$ cat config.mk
export PLATFORM = sky130hd
export DESIGN_NAME = mem_port_arbiter_flat
export DESIGN_NICKNAME = d
export VERILOG_FILES = /design/src/rtl/mem_port_arbiter_if.sv /design/src/rtl/mem_port_arbiter.sv /design/src/flat_wrapper.sv
export SDC_FILE = /design/constraint.sdc
export NUM_CORES = 1
export LEC_CHECK = 0
export CAP_MARGIN = 20
export CORE_ASPECT_RATIO = 1.5
export CORE_MARGIN = 2
export CORE_UTILIZATION = 30
export DETAILED_ROUTE_END_ITERATION = 12
export PLACE_DENSITY_LB_ADDON = 0.15
export SYNTH_ARGS = -nofsm -noshare
export SYNTH_HDL_FRONTEND = slang
export SYNTH_SLANG_ARGS = --single-unit
$ cat constraint.sdc
create_clock -name clk -period 2.12 [get_ports clk]
set_input_delay 0.424 -clock clk [delete_from_list [all_inputs] [get_ports clk]]
set_output_delay 0.424 -clock clk [all_outputs]
set_load 0.005 [all_outputs]
$ cat src/rtl/mem_port_arbiter_if.sv
// Bundle of the IF, MEM-stage and memory-side signals around the shared
// instruction/data memory port.
interface mem_port_arbiter_if #(
  parameter int ADDR_W = 32,
  parameter int DATA_W = 32
);
  logic              if_req;
  logic [ADDR_W-1:0] if_addr;
  logic [DATA_W-1:0] if_rdata;
  logic              if_ready;

  logic              dm_req;
  logic              dm_we;
  logic [3:0]        dm_be;
  logic [ADDR_W-1:0] dm_addr;
  logic [DATA_W-1:0] dm_wdata;
  logic [DATA_W-1:0] dm_rdata;
  logic              dm_ready;

  logic              flush_if;

  logic              mem_req;
  logic              mem_we;
  logic [3:0]        mem_be;
  logic [ADDR_W-1:0] mem_addr;
  logic [DATA_W-1:0] mem_wdata;
  logic [DATA_W-1:0] mem_rdata;
  logic              mem_ack;

  logic              stall_fetch;
  logic              stall_mem;
  logic              bus_err;

  // Arbiter side.
  modport master (
    input  if_req, if_addr, dm_req, dm_we, dm_be, dm_addr, dm_wdata,
           flush_if, mem_rdata, mem_ack,
    output if_rdata, if_ready, dm_rdata, dm_ready, mem_req, mem_we,
           mem_be, mem_addr, mem_wdata, stall_fetch, stall_mem, bus_err
  );

  // Pipeline and memory side.
  modport slave (
    output if_req, if_addr, dm_req, dm_we, dm_be, dm_addr, dm_wdata,
           flush_if, mem_rdata, mem_ack,
    input  if_rdata, if_ready, dm_rdata, dm_ready, mem_req, mem_we,
           mem_be, mem_addr, mem_wdata, stall_fetch, stall_mem, bus_err
  );
endinterface

$ cat src/rtl/mem_port_arbiter.sv
// Serializes IF fetches and MEM data accesses onto one memory port, data first,
// with fetch discard on branch flush and an access timeout.
module mem_port_arbiter #(
  parameter int ADDR_W  = 32,
  parameter int DATA_W  = 32,
  parameter int TIMEOUT = 255
) (
  input  logic                  clk,
  input  logic                  rst,
  mem_port_arbiter_if.master    bus
);

  typedef enum logic [1:0] {IDLE, BUSY_D, BUSY_I, DROP} state_t;

  localparam logic [7:0] TO_LAST = 8'(TIMEOUT - 1);

  state_t            state_reg, state_next;
  logic [7:0]        cnt_reg;
  logic              mem_req_reg, mem_we_reg;
  logic [3:0]        mem_be_reg;
  logic [ADDR_W-1:0] mem_addr_reg;
  logic [DATA_W-1:0] mem_wdata_reg;
  logic [DATA_W-1:0] if_rdata_reg, dm_rdata_reg;
  logic              if_ready_reg, dm_ready_reg, bus_err_reg;

  logic grant_d, grant_i, done_d, done_i, timeout, clr_cnt, timed_out;
  logic [DATA_W-1:0] resp_data;

  assign timed_out = (cnt_reg == TO_LAST) && !bus.mem_ack;
  assign resp_data = timeout ? '0 : bus.mem_rdata;

  always_ff @(posedge clk or negedge rst) begin
    if (!rst) state_reg <= IDLE;
    else      state_reg <= state_next;
  end

  always_comb begin
    state_next = state_reg;
    grant_d    = 1'b0;
    grant_i    = 1'b0;
    done_d     = 1'b0;
    done_i     = 1'b0;
    timeout    = 1'b0;
    clr_cnt    = 1'b0;
    case (state_reg)
      IDLE: begin
        // A requester whose ready is pulsing right now has not yet seen it,
        // so its still-asserted req refers to the access just completed.
        if (bus.dm_req && !dm_ready_reg) begin
          grant_d    = 1'b1;
          clr_cnt    = 1'b1;
          state_next = BUSY_D;
        end else if (bus.if_req && !bus.flush_if && !if_ready_reg) begin
          grant_i    = 1'b1;
          clr_cnt    = 1'b1;
          state_next = BUSY_I;
        end
      end
      BUSY_D: begin
        if (bus.mem_ack) begin
          done_d     = 1'b1;
          state_next = IDLE;
        end else if (timed_out) begin
          done_d     = 1'b1;
          timeout    = 1'b1;
          state_next = IDLE;
        end
      end
      BUSY_I: begin
        if (bus.mem_ack) begin
          done_i     = !bus.flush_if;
          state_next = IDLE;
        end else if (timed_out) begin
          done_i     = !bus.flush_if;
          timeout    = 1'b1;
          state_next = IDLE;
        end else if (bus.flush_if) begin
          clr_cnt    = 1'b1;
          state_next = DROP;
        end
      end
      DROP: begin
        if (bus.mem_ack) begin
          state_next = IDLE;
        end else if (timed_out) begin
          timeout    = 1'b1;
          state_next = IDLE;
        end
      end
      default: state_next = IDLE;
    endcase
  end

  always_ff @(posedge clk or negedge rst) begin
    if (!rst) begin
      cnt_reg       <= '0;
      mem_req_reg   <= 1'b0;
      mem_we_reg    <= 1'b0;
      mem_be_reg    <= '0;
      mem_addr_reg  <= '0;
      mem_wdata_reg <= '0;
      if_rdata_reg  <= '0;
      dm_rdata_reg  <= '0;
      if_ready_reg  <= 1'b0;
      dm_ready_reg  <= 1'b0;
      bus_err_reg   <= 1'b0;
    end else begin
      if_ready_reg <= done_i;
      dm_ready_reg <= done_d;
      bus_err_reg  <= timeout;
      if (done_i) if_rdata_reg <= resp_data;
      if (done_d) dm_rdata_reg <= resp_data;

      if (grant_d) begin
        mem_req_reg   <= 1'b1;
        mem_we_reg    <= bus.dm_we;
        mem_be_reg    <= bus.dm_be;
        mem_addr_reg  <= bus.dm_addr;
        mem_wdata_reg <= bus.dm_wdata;
      end else if (grant_i) begin
        mem_req_reg   <= 1'b1;
        mem_we_reg    <= 1'b0;
        mem_be_reg    <= 4'hF;
        mem_addr_reg  <= bus.if_addr;
        mem_wdata_reg <= '0;
      end else if (state_next == IDLE) begin
        mem_req_reg   <= 1'b0;
      end

      if (clr_cnt)
        cnt_reg <= '0;
      else if (state_reg != IDLE && !bus.mem_ack)
        cnt_reg <= cnt_reg + 8'd1;
    end
  end

  assign bus.mem_req     = mem_req_reg;
  assign bus.mem_we      = mem_we_reg;
  assign bus.mem_be      = mem_be_reg;
  assign bus.mem_addr    = mem_addr_reg;
  assign bus.mem_wdata   = mem_wdata_reg;
  assign bus.if_rdata    = if_rdata_reg;
  assign bus.if_ready    = if_ready_reg;
  assign bus.dm_rdata    = dm_rdata_reg;
  assign bus.dm_ready    = dm_ready_reg;
  assign bus.bus_err     = bus_err_reg;
  assign bus.stall_fetch = bus.if_req && !if_ready_reg;
  assign bus.stall_mem   = bus.dm_req && !dm_ready_reg;

endmodule

$ cat src/flat_wrapper.sv
// flat-port wrapper written by rule: the top's interface ports become plain ports
module mem_port_arbiter_flat 
#(
  parameter int ADDR_W  = 32,
  parameter int DATA_W  = 32,
  parameter int TIMEOUT = 255
)
  (clk, rst, bus_if_req, bus_if_addr, bus_dm_req, bus_dm_we, bus_dm_be, bus_dm_addr, bus_dm_wdata, bus_flush_if, bus_mem_rdata, bus_mem_ack, bus_if_rdata, bus_if_ready, bus_dm_rdata, bus_dm_ready, bus_mem_req, bus_mem_we, bus_mem_be, bus_mem_addr, bus_mem_wdata, bus_stall_fetch, bus_stall_mem, bus_bus_err);
  mem_port_arbiter_if #(.ADDR_W(ADDR_W), .DATA_W(DATA_W)) bus_i ();
  input  logic clk;
  input  logic rst;
  input wire logic [$bits(bus_i.if_req)-1:0] bus_if_req;
  input wire logic [$bits(bus_i.if_addr)-1:0] bus_if_addr;
  input wire logic [$bits(bus_i.dm_req)-1:0] bus_dm_req;
  input wire logic [$bits(bus_i.dm_we)-1:0] bus_dm_we;
  input wire logic [$bits(bus_i.dm_be)-1:0] bus_dm_be;
  input wire logic [$bits(bus_i.dm_addr)-1:0] bus_dm_addr;
  input wire logic [$bits(bus_i.dm_wdata)-1:0] bus_dm_wdata;
  input wire logic [$bits(bus_i.flush_if)-1:0] bus_flush_if;
  input wire logic [$bits(bus_i.mem_rdata)-1:0] bus_mem_rdata;
  input wire logic [$bits(bus_i.mem_ack)-1:0] bus_mem_ack;
  output wire logic [$bits(bus_i.if_rdata)-1:0] bus_if_rdata;
  output wire logic [$bits(bus_i.if_ready)-1:0] bus_if_ready;
  output wire logic [$bits(bus_i.dm_rdata)-1:0] bus_dm_rdata;
  output wire logic [$bits(bus_i.dm_ready)-1:0] bus_dm_ready;
  output wire logic [$bits(bus_i.mem_req)-1:0] bus_mem_req;
  output wire logic [$bits(bus_i.mem_we)-1:0] bus_mem_we;
  output wire logic [$bits(bus_i.mem_be)-1:0] bus_mem_be;
  output wire logic [$bits(bus_i.mem_addr)-1:0] bus_mem_addr;
  output wire logic [$bits(bus_i.mem_wdata)-1:0] bus_mem_wdata;
  output wire logic [$bits(bus_i.stall_fetch)-1:0] bus_stall_fetch;
  output wire logic [$bits(bus_i.stall_mem)-1:0] bus_stall_mem;
  output wire logic [$bits(bus_i.bus_err)-1:0] bus_bus_err;
  assign bus_i.if_req = bus_if_req;
  assign bus_i.if_addr = bus_if_addr;
  assign bus_i.dm_req = bus_dm_req;
  assign bus_i.dm_we = bus_dm_we;
  assign bus_i.dm_be = bus_dm_be;
  assign bus_i.dm_addr = bus_dm_addr;
  assign bus_i.dm_wdata = bus_dm_wdata;
  assign bus_i.flush_if = bus_flush_if;
  assign bus_i.mem_rdata = bus_mem_rdata;
  assign bus_i.mem_ack = bus_mem_ack;
  assign bus_if_rdata = bus_i.if_rdata;
  assign bus_if_ready = bus_i.if_ready;
  assign bus_dm_rdata = bus_i.dm_rdata;
  assign bus_dm_ready = bus_i.dm_ready;
  assign bus_mem_req = bus_i.mem_req;
  assign bus_mem_we = bus_i.mem_we;
  assign bus_mem_be = bus_i.mem_be;
  assign bus_mem_addr = bus_i.mem_addr;
  assign bus_mem_wdata = bus_i.mem_wdata;
  assign bus_stall_fetch = bus_i.stall_fetch;
  assign bus_stall_mem = bus_i.stall_mem;
  assign bus_bus_err = bus_i.bus_err;
  mem_port_arbiter #(.ADDR_W(ADDR_W), .DATA_W(DATA_W), .TIMEOUT(TIMEOUT)) u_core (.clk(clk), .rst(rst), .bus(bus_i));
endmodule
Word-level counts from Yosys, hierarchy flattened

Cells that the tools add are included.

Bits in registers: 147
Bits of input ports: 139
Output and inout port bits: 139
Word-level logic and storage cells: 75

Add/sub/neg operators: 1
Equal/unequal tests: 4
Mux-type cells: 40
Reduce and logical (&&, ||, !) cells: 18

Operator list:

| kind                  | number |
|---|---|
| $mux W32              | 5 |
| $mux W1               | 22 |
| $mux W8               | 2 |
| $mux W2               | 7 |
| $add A8 B1 Y8 const B | 1 |
| $eq A8 B8 Y1 const B  | 1 |
| $mux W4               | 2 |
| $logic_and A1 B1 Y1   | 6 |
| $pmux W2 S3           | 1 |
| $reduce_bool A2 Y1    | 3 |
| $eq A2 B2 Y1 const B  | 2 |
| $logic_not A1 Y1      | 4 |
| $logic_not A2 Y1      | 2 |
| $reduce_bool A3 Y1    | 1 |
| $reduce_or A3 Y1      | 1 |
| $eq A2 B1 Y1 const B  | 1 |
| $pmux W1 S2           | 1 |
| $reduce_or A2 Y1      | 1 |

Longest topological paths before layout

Gate-level depths: netlist of run 1.

Depth in word-level cells: 10
Depth in mapped cells: 8
Depth with buffers taken out: 5

Least setup slack after synthesis of run 1

OpenSTA, ideal clock, no wires.

Path kind: register to register
Start: reg u_core.state_reg[0]
End: reg u_core.if_rdata_reg[10] (netlist: u_core.bus.if_rdata[10])
Library setup time: 122 ps
Arrival: 1,413 ps
Data required time: 1,998 ps
Path slack: 586 ps
Cell stages (with the launch flop): 9
Buffers on the path: 4
Clock period less this slack: 1,534 ps
Cell sequence: dfrtp_1 buf_4 nor2b_4 nor2b_1 clkbuf_1 nand2b_1 buf_6 buf_6 a32o_1

Cells in the longest elaborated chain, start to end: 4
Elaborated cells on any way between the ends: 7
Classes of those cells: 3 x eq/ne; 3 x mux; 1 x reduce/logical

Ends and longest elaborated chain:

| element                                      | RTL line                | source |
|---|---|---|
| start, declared                              | mem_port_arbiter.sv:17  | `state_t state_reg, state_next;` |
| start signal, assigned                       | mem_port_arbiter.sv:34  | `else state_reg <= state_next;` |
| $eq A2 B1 Y1 or $eq A2 B2 Y1 (tied branches) | mem_port_arbiter.sv:45  | `case (state_reg)` |
| $reduce_or A3 Y1 (no source line)            | -                       |  |
| $mux W1                                      | -                       |  |
| $mux W32                                     | mem_port_arbiter.sv:30  | `assign resp_data = timeout ? '0 : bus.mem_rdata;` |
| end signal, assigned                         | mem_port_arbiter.sv:111 | `if (done_i) if_rdata_reg <= resp_data;` |
| end, declared                                | mem_port_arbiter.sv:23  | `logic [DATA_W-1:0] if_rdata_reg, dm_rdata_reg;` |

Several ways; a longest one is shown, not always the timed one.
A chain may end at the register's enable or synchronous reset.

Worst setup path in the final report of run 1

Start: in bus_dm_req
End: out bus_stall_mem

Cells in the longest elaborated chain, start to end: 1

Ends and longest elaborated chain:

| element             | RTL line                | source |
|---|---|---|
| start, declared     | flat_wrapper.sv:14      | `input wire logic [$bits(bus_i.dm_req)-1:0] bus_dm_req;` |
| $logic_and A1 B1 Y1 | mem_port_arbiter.sv:148 | `assign bus.stall_mem = bus.dm_req && !dm_ready_reg;` |
| end, declared       | flat_wrapper.sv:32      | `output wire logic [$bits(bus_i.stall_mem)-1:0] bus_stall_mem;` |

Every way passes these cells.

==> results of run 1 <==
-- cell families after synthesis --
kind of cell             Yosys count
flip-flops                       147
AO/OA/AOI/OAI                    139
buffers and inverters             56
XOR/XNOR                           7
adder cells (fa/ha/maj)            2
AND/OR/NAND/NOR                  205
-- Yosys cell counts (2+ instances only) --
| cell | n | area (um2) |
|---|---|---|
| sky130_fd_sc_hd__dfrtp_1 | 147 | 3680 |
| sky130_fd_sc_hd__nand2_1 | 109 | 409 |
| sky130_fd_sc_hd__a21oi_1 | 64 | 320 |
| sky130_fd_sc_hd__a32o_1 | 64 | 641 |
| sky130_fd_sc_hd__nor2_1 | 40 | 150 |
| sky130_fd_sc_hd__nand3_1 | 37 | 185 |
| sky130_fd_sc_hd__clkbuf_1 | 26 | 97.6 |
| sky130_fd_sc_hd__buf_6 | 9 | 101 |
| sky130_fd_sc_hd__buf_2 | 8 | 40.0 |
| sky130_fd_sc_hd__xor2_1 | 6 | 52.6 |
| sky130_fd_sc_hd__buf_4 | 5 | 37.5 |
| sky130_fd_sc_hd__buf_1 | 4 | 15.0 |
| sky130_fd_sc_hd__inv_1 | 4 | 15.0 |
| sky130_fd_sc_hd__nand2b_1 | 4 | 25.0 |
| sky130_fd_sc_hd__nor2b_1 | 4 | 25.0 |
| sky130_fd_sc_hd__o21ai_0 | 4 | 20.0 |
| sky130_fd_sc_hd__nand4_1 | 3 | 18.8 |
| sky130_fd_sc_hd__ha_1 | 2 | 25.0 |
| sky130_fd_sc_hd__o211ai_1 | 2 | 15.0 |
-- metal layers --
metal,wire [um],GRT usage [%],vias to the layer above
li1,-,-,2495
met1,7260,19.3,2655
met2,9650,32.5,223
met3,1570,6.46,15
met4,229,5.59,0
met5,0,0,-
-- metrics by stage --
stage	total power [W]	std cells	hold slack, ns
finish	0.0129	1091	0.374
CTS	0.0131	1091	0.359
global placement	0.0101	1061	0.325
global route	0.0138	1091	0.375
detailed placement	0.0103	1061	0.328
floorplan	0.00678	556	0.128
-- repair_timing --
action	in CTS	in global routing
hold buffers	1	0
buffers inserted	0	0
endpoints found under the hold margin	25	0
-- power by group through the flow --
stage               sequential, W  combinational [W]  clock (W)
finish                    0.00477            0.00537    0.00271
global route              0.00495            0.00588    0.00293
CTS                       0.00479            0.00548    0.00280
detailed placement        0.00482            0.00545          0
global placement          0.00476            0.00538          0
floorplan                 0.00481            0.00197          0
-- final cells by class --
cell class / instances / area [um2] / area share, %
inverters: 4 / 15.0 / 0.156
repair buffers: 298 / 3040 / 31.6
multi-input cells: 353 / 2060 / 21.4
well taps: 260 / 325 / 3.37
clock inverters: 6 / 58.8 / 0.610
flip-flops and latches: 147 / 3680 / 38.2
clock buffers: 23 / 458 / 4.75
-- worst max-delay path, cell delays in order --
cell	delay, ns
sky130_fd_sc_hd__clkdlybuf4s50_1	0.46
sky130_fd_sc_hd__nand2b_1	0.10
sky130_fd_sc_hd__inv_1	0.10
sky130_fd_sc_hd__clkdlybuf4s50_1	0.54
-- final timing paths --
kind | end | cells after the start | slack (ns) | startpoint
hold / removal | u_core.state_reg[1]$_DFF_PN0_ | 4 | 0.37 | bus_mem_ack
min in group asynchronous | u_core.bus.if_rdata[14]$_DFFE_PN0P_ | 2 | 0.46 | rst
hold reg to reg | u_core.bus.dm_rdata[2]$_DFFE_PN0P_ | 1 | 0.49 | u_core.bus.dm_rdata[2]$_DFFE_PN0P_
setup reg to reg | u_core.bus.mem_addr[19]$_DFFE_PN0P_ | 5 | 0.40 | u_core.state_reg[1]$_DFF_PN0_
max in group asynchronous | u_core.cnt_reg[0]$_DFFE_PN0P_ | 3 | 1.06 | rst
setup / recovery | bus_stall_mem | 4 | 0.08 | bus_dm_req
==> run metrics, run 1 <==
result of the run=completed; Clk Tree Root Cell=sky130_fd_sc_hd__clkbuf_16; share of cells above drive strength 1=7.10%; Post-synth top flop=sky130_fd_sc_hd__dfrtp_1; main combinational cell family by area after synthesis=compound AO/OA/AOI/OAI gates; number of synthesized flops with an enable pin=0; Synth Area per Inst=10.9 um2; Compound-Gate Fraction of Synth Area=17.8%; clock group share of total power=21.1%; number of I/O port buffers=277; portion of total power attributed to sequential cells=37.1%; final setup violating endpoints=0; upper clock frequency limit=489 MHz; DRC errors left=0; transition at the pin with the smallest max-transition slack=0.659 ns; gr usage total=17.9%; total congestion overflow=0; post-synthesis sequential area ratio=61.0%; buffer depth of the longest clock path=2; CTS tree=done; Post-CTS Resized=0; Antenna diodes=0; initial antenna violation count=0; kind of start point of the critical path=input pin; number of ports placed on the die boundary=278; number of max-slew violations in the final report=0; die outline area=21,300 um2; effective utilization at floorplan=30.5%; fill count=1,830; P&R area growth vs syn=59.8%; number of DRC markers in iteration 0=251; Reg clk slew, reported paths=0.05 ns; commonest non-fill, non-tap cells in the layout=sky130_fd_sc_hd__clkdlybuf4s50_1, sky130_fd_sc_hd__dfrtp_1, sky130_fd_sc_hd__nand2_1, sky130_fd_sc_hd__a32o_1, sky130_fd_sc_hd__a21oi_1; LEAKAGE=4.19 nW; Synth cell types=33; final core utilization=48.7%; core area=19,800 um2; post-place setup slack=0.0628 ns; least setup slack across all paths after layout=0.0769 ns; Clock Skew=0.00669 ns; Final Net Count=962; final estimated routing congestion in global placement=0.759; number of endpoints with negative hold slack in the final report=0; number of standard-cell rows in the floorplan=63; Hold WC Path Type=input pin to flip-flop; number of clock sinks seen by CTS=147; Die X-Extent=120 um; power share of the combinational group=41.8%; share of the cycle needed by the critical path after routing=96.4%; total of warnings raised by yosys=0; critical path type=input pin to output pin; number of nets still failing antenna checks after routing=0; number of detailed-routing iterations run before antenna repair=4; Clk Latency, worst-skew pair=0.41 ns; total CTS buffers=17; H-tree lvl count=4; Die Ht=178 um; remaining max-slew budget at the tightest pin=56.0%; multiplexer share of the synthesized area=0%; xor/xnor share of the synthesized area=1.02%; total power density per cell area=1330 nW/um2; Mapped Area=6030 um2; detail-routed via count per cell=4.94; element type at the critical path end=output pin; accumulated negative setup slack=0 ns; Simple-Gate Fraction of Synth Area=14.8%; critical path arrival=1.62 ns; Max FO, Critical Path=3; Synth Instances=556; net switching fraction of the power=30.3%; max-cap violations=0; post-synthesis adder-cell area fraction=0.415%; Finished Cell Area=9640 um2; internal portion of total power=0.00896 W; critical path data required time=1.70 ns; clock period minus worst slack=2.04 ns; vias in the first global route=5,844; detailed placer's ending HPWL=13,100 um; Yosys reg bits=147; unrepaired setup endpoints after global routing=false; pin count of the biggest net entering global routing=72; wire length of the first global-routing pass=29,900 um; Net Sw Power=0.00389 W; total placed instance area=9110 um2; drt wl/cell=17.1 um; async set-reset flop share out of synthesis=100%; most common cell after layout, fill and taps aside=sky130_fd_sc_hd__clkdlybuf4s50_1; vias post-DR=5,388; Post-Synthesis Net Count=697; Routed Wire Length=18,700 um; worst vdd ir=578 uV
No activity file was read; power rests on OpenSTA's default activity.
==> run 2: changes to the inputs <==
- CORE_UTILIZATION: 30 -> 37
==> run metrics, run 2 (synthesized netlist as in run 1, its figures left out) <==
commonest non-fill, non-tap cells in the layout=sky130_fd_sc_hd__clkdlybuf4s50_1, sky130_fd_sc_hd__dfrtp_1, sky130_fd_sc_hd__nand2_1, sky130_fd_sc_hd__a32o_1, sky130_fd_sc_hd__a21oi_1 (unchanged); Hold WC Path Type=input pin to flip-flop (unchanged); Antenna diodes=0 (unchanged); number of DRC markers in iteration 0=358 (was 251); total CTS buffers=17 (unchanged); drt wl/cell=17.7 um (was 17.1 um); accumulated negative setup slack=0 ns (unchanged); number of clock sinks seen by CTS=147 (unchanged); result of the run=completed (unchanged); most common cell after layout, fill and taps aside=sky130_fd_sc_hd__clkdlybuf4s50_1 (unchanged); share of the cycle needed by the critical path after routing=96.2% (was 96.4%); H-tree lvl count=4 (unchanged); kind of start point of the critical path=input pin (unchanged); clock period minus worst slack=2.04 ns (about the same); post-layout power=0.0131 W (was 0.0129 W); number of endpoints with negative hold slack in the final report=0 (unchanged); wire length of the first global-routing pass=28,900 um (was 29,900 um); detailed placer's ending HPWL=12,900 um (was 13,100 um); element type at the critical path end=output pin (unchanged); FF-to-FF path depth=6 (was 5); transition at the pin with the smallest max-transition slack=0.647 ns (was 0.659 ns); upper clock frequency limit=490 MHz (was 489 MHz); number of max-slew violations in the final report=0 (unchanged); Post-CTS Resized=0 (unchanged); total congestion overflow=0 (unchanged); number of nets still failing antenna checks after routing=0 (unchanged); RR Endpoint=u_core.bus.if_rdata[27]$_DFFE_PN0P_ (was u_core.bus.mem_addr[19]$_DFFE_PN0P_); startpoint of the worst register-to-register path=u_core.cnt_reg[0]$_DFFE_PN0P_ (was u_core.state_reg[1]$_DFF_PN0_); Routed Wire Length=18,400 um (was 18,700 um); critical path arrival=1.62 ns (about the same); final setup violating endpoints=0 (unchanged); pin count of the biggest net entering global routing=68 (was 72); Max FO, Critical Path=3 (unchanged); DRC errors left=0 (unchanged); worst vdd ir=601 uV (was 578 uV); max-cap violations=0 (unchanged); critical path data required time=1.70 ns (about the same); Clk Latency, worst-skew pair=0.42 ns (was 0.41 ns); P&R area growth vs syn=59.2% (was 59.8%); detail-routed via count per cell=5.18 (was 4.94); effective utilization at floorplan=37.4% (was 30.5%); Die Ht=160 um (was 178 um); number of standard-cell rows in the floorplan=57 (was 63); number of detailed-routing iterations run before antenna repair=5 (was 4); count of buffers added by post-CTS timing repair for setup=0 (unchanged); Reg clk slew, reported paths=0.06 ns (was 0.05 ns); remaining max-slew budget at the tightest pin=56.8% (was 56.0%); Final Net Count=961 (was 962); Die X-Extent=108 um (was 120 um); worst setup path start=bus_dm_req (unchanged); Clk Tree Root Cell=sky130_fd_sc_hd__clkbuf_16 (unchanged); FF-to-FF setup slack=0.43 ns (was 0.40 ns); Critical Path Sink=bus_stall_mem (unchanged); Clock Skew=0.0155 ns (was 0.00669 ns); number of ports placed on the die boundary=278 (unchanged); gr usage total=21.2% (was 17.9%); share of cells above drive strength 1=7.80% (was 7.10%); initial antenna violation count=0 (unchanged); CTS tree=done (unchanged); LEAKAGE=4.19 nW (about the same); unrepaired setup endpoints after global routing=false (unchanged); number of I/O port buffers=277 (unchanged); total power density per cell area=1360 nW/um2 (was 1330 nW/um2); die outline area=17,400 um2 (was 21,300 um2); buffer depth of the longest clock path=2 (unchanged); vias post-DR=5,387 (was 5,388); vias in the first global route=5,653 (was 5,844); critical path type=input pin to output pin (unchanged); final estimated routing congestion in global placement=0.798 (was 0.759); core area=16,100 um2 (was 19,800 um2)
[run 2: cell count changes in the layout (fill, tap and decap cells not counted), sizes merged]
cell      previous run  this run
buf                 22        21
clkbuf              23        19
clkinv               5         2
clkinvlp             0         5
inv                  4         9
[run 2: area by class of cell]
class                           instances  area [um2]
Sequential cell                       147        3680
Fill cell                            1415        6510
Tap cell                              206         258
Timing Repair Buffer                  297        3020
Clock inverter                         13         125
Inverter                                4        15.0
Clock buffer                           19         443
Multi-Input combinational cell        353        2060
[run 2: metrics by stage]
stage,instances,hold WS [ns],setup slack (ns),utilization (%),cell area (um2)
2_1_floorplan,556,0.128,0.586,-,6030
3_3_place_gp,1006,0.360,0.0341,56.0,9030
3_5_place_dp,1006,0.365,0.0139,56.0,9030
4_1_cts,1039,0.379,0.0692,59.6,9600
5_1_grt,1039,0.401,0.0135,59.6,9600
6_report,1039,0.389,0.0801,59.6,9600
[run 2: power by group]
group	total [W]	switching, W	internal [W]	leakage [nW]
Combinational	0.00540	0.00210	0.00330	2.10
Clock	0.00290	0.00124	0.00167	0.263
Sequential	0.00476	0.000715	0.00404	1.83
[run 2: layer usage]
| metal | wire [um] | GRT usage [%] | up-vias |
|---|---|---|---|
| met3 | 1940 | 8.20 | 19 |
| li1 | - | - | 2496 |
| met5 | 0 | 0 | - |
| met2 | 9360 | 36.9 | 249 |
| met4 | 334 | 6.70 | 0 |
| met1 | 6790 | 23.6 | 2623 |
[run 2: what timing repair did]
item / 4_1_cts / 5_1_grt
hold buffers: 1 / 0
endpoints found under the setup margin: 0 / 0
endpoints found under the hold margin: 37 / 0
[run 2: worst min-delay path by stage]
stage                     start                             endpoint  slack [ns]  cells past startpoint
floorplan                   rst         u_core.bus.bus_err$_DFF_PN0_        0.13                      0
global placement            rst  u_core.bus.dm_rdata[12]$_DFFE_PN0P_        0.36                      1
detailed placement          rst  u_core.bus.dm_rdata[14]$_DFFE_PN0P_        0.37                      1
CTS                 bus_mem_ack        u_core.state_reg[1]$_DFF_PN0_        0.38                      4
global route        bus_mem_ack        u_core.state_reg[1]$_DFF_PN0_        0.40                      4
finish              bus_mem_ack        u_core.state_reg[1]$_DFF_PN0_        0.39                      4
[run 2: worst max-delay path, stage by stage]
cell and delay (ns):
sky130_fd_sc_hd__clkdlybuf4s50_1 0.47, sky130_fd_sc_hd__nand2b_1 0.09, sky130_fd_sc_hd__inv_1 0.09, sky130_fd_sc_hd__clkdlybuf4s50_1 0.54
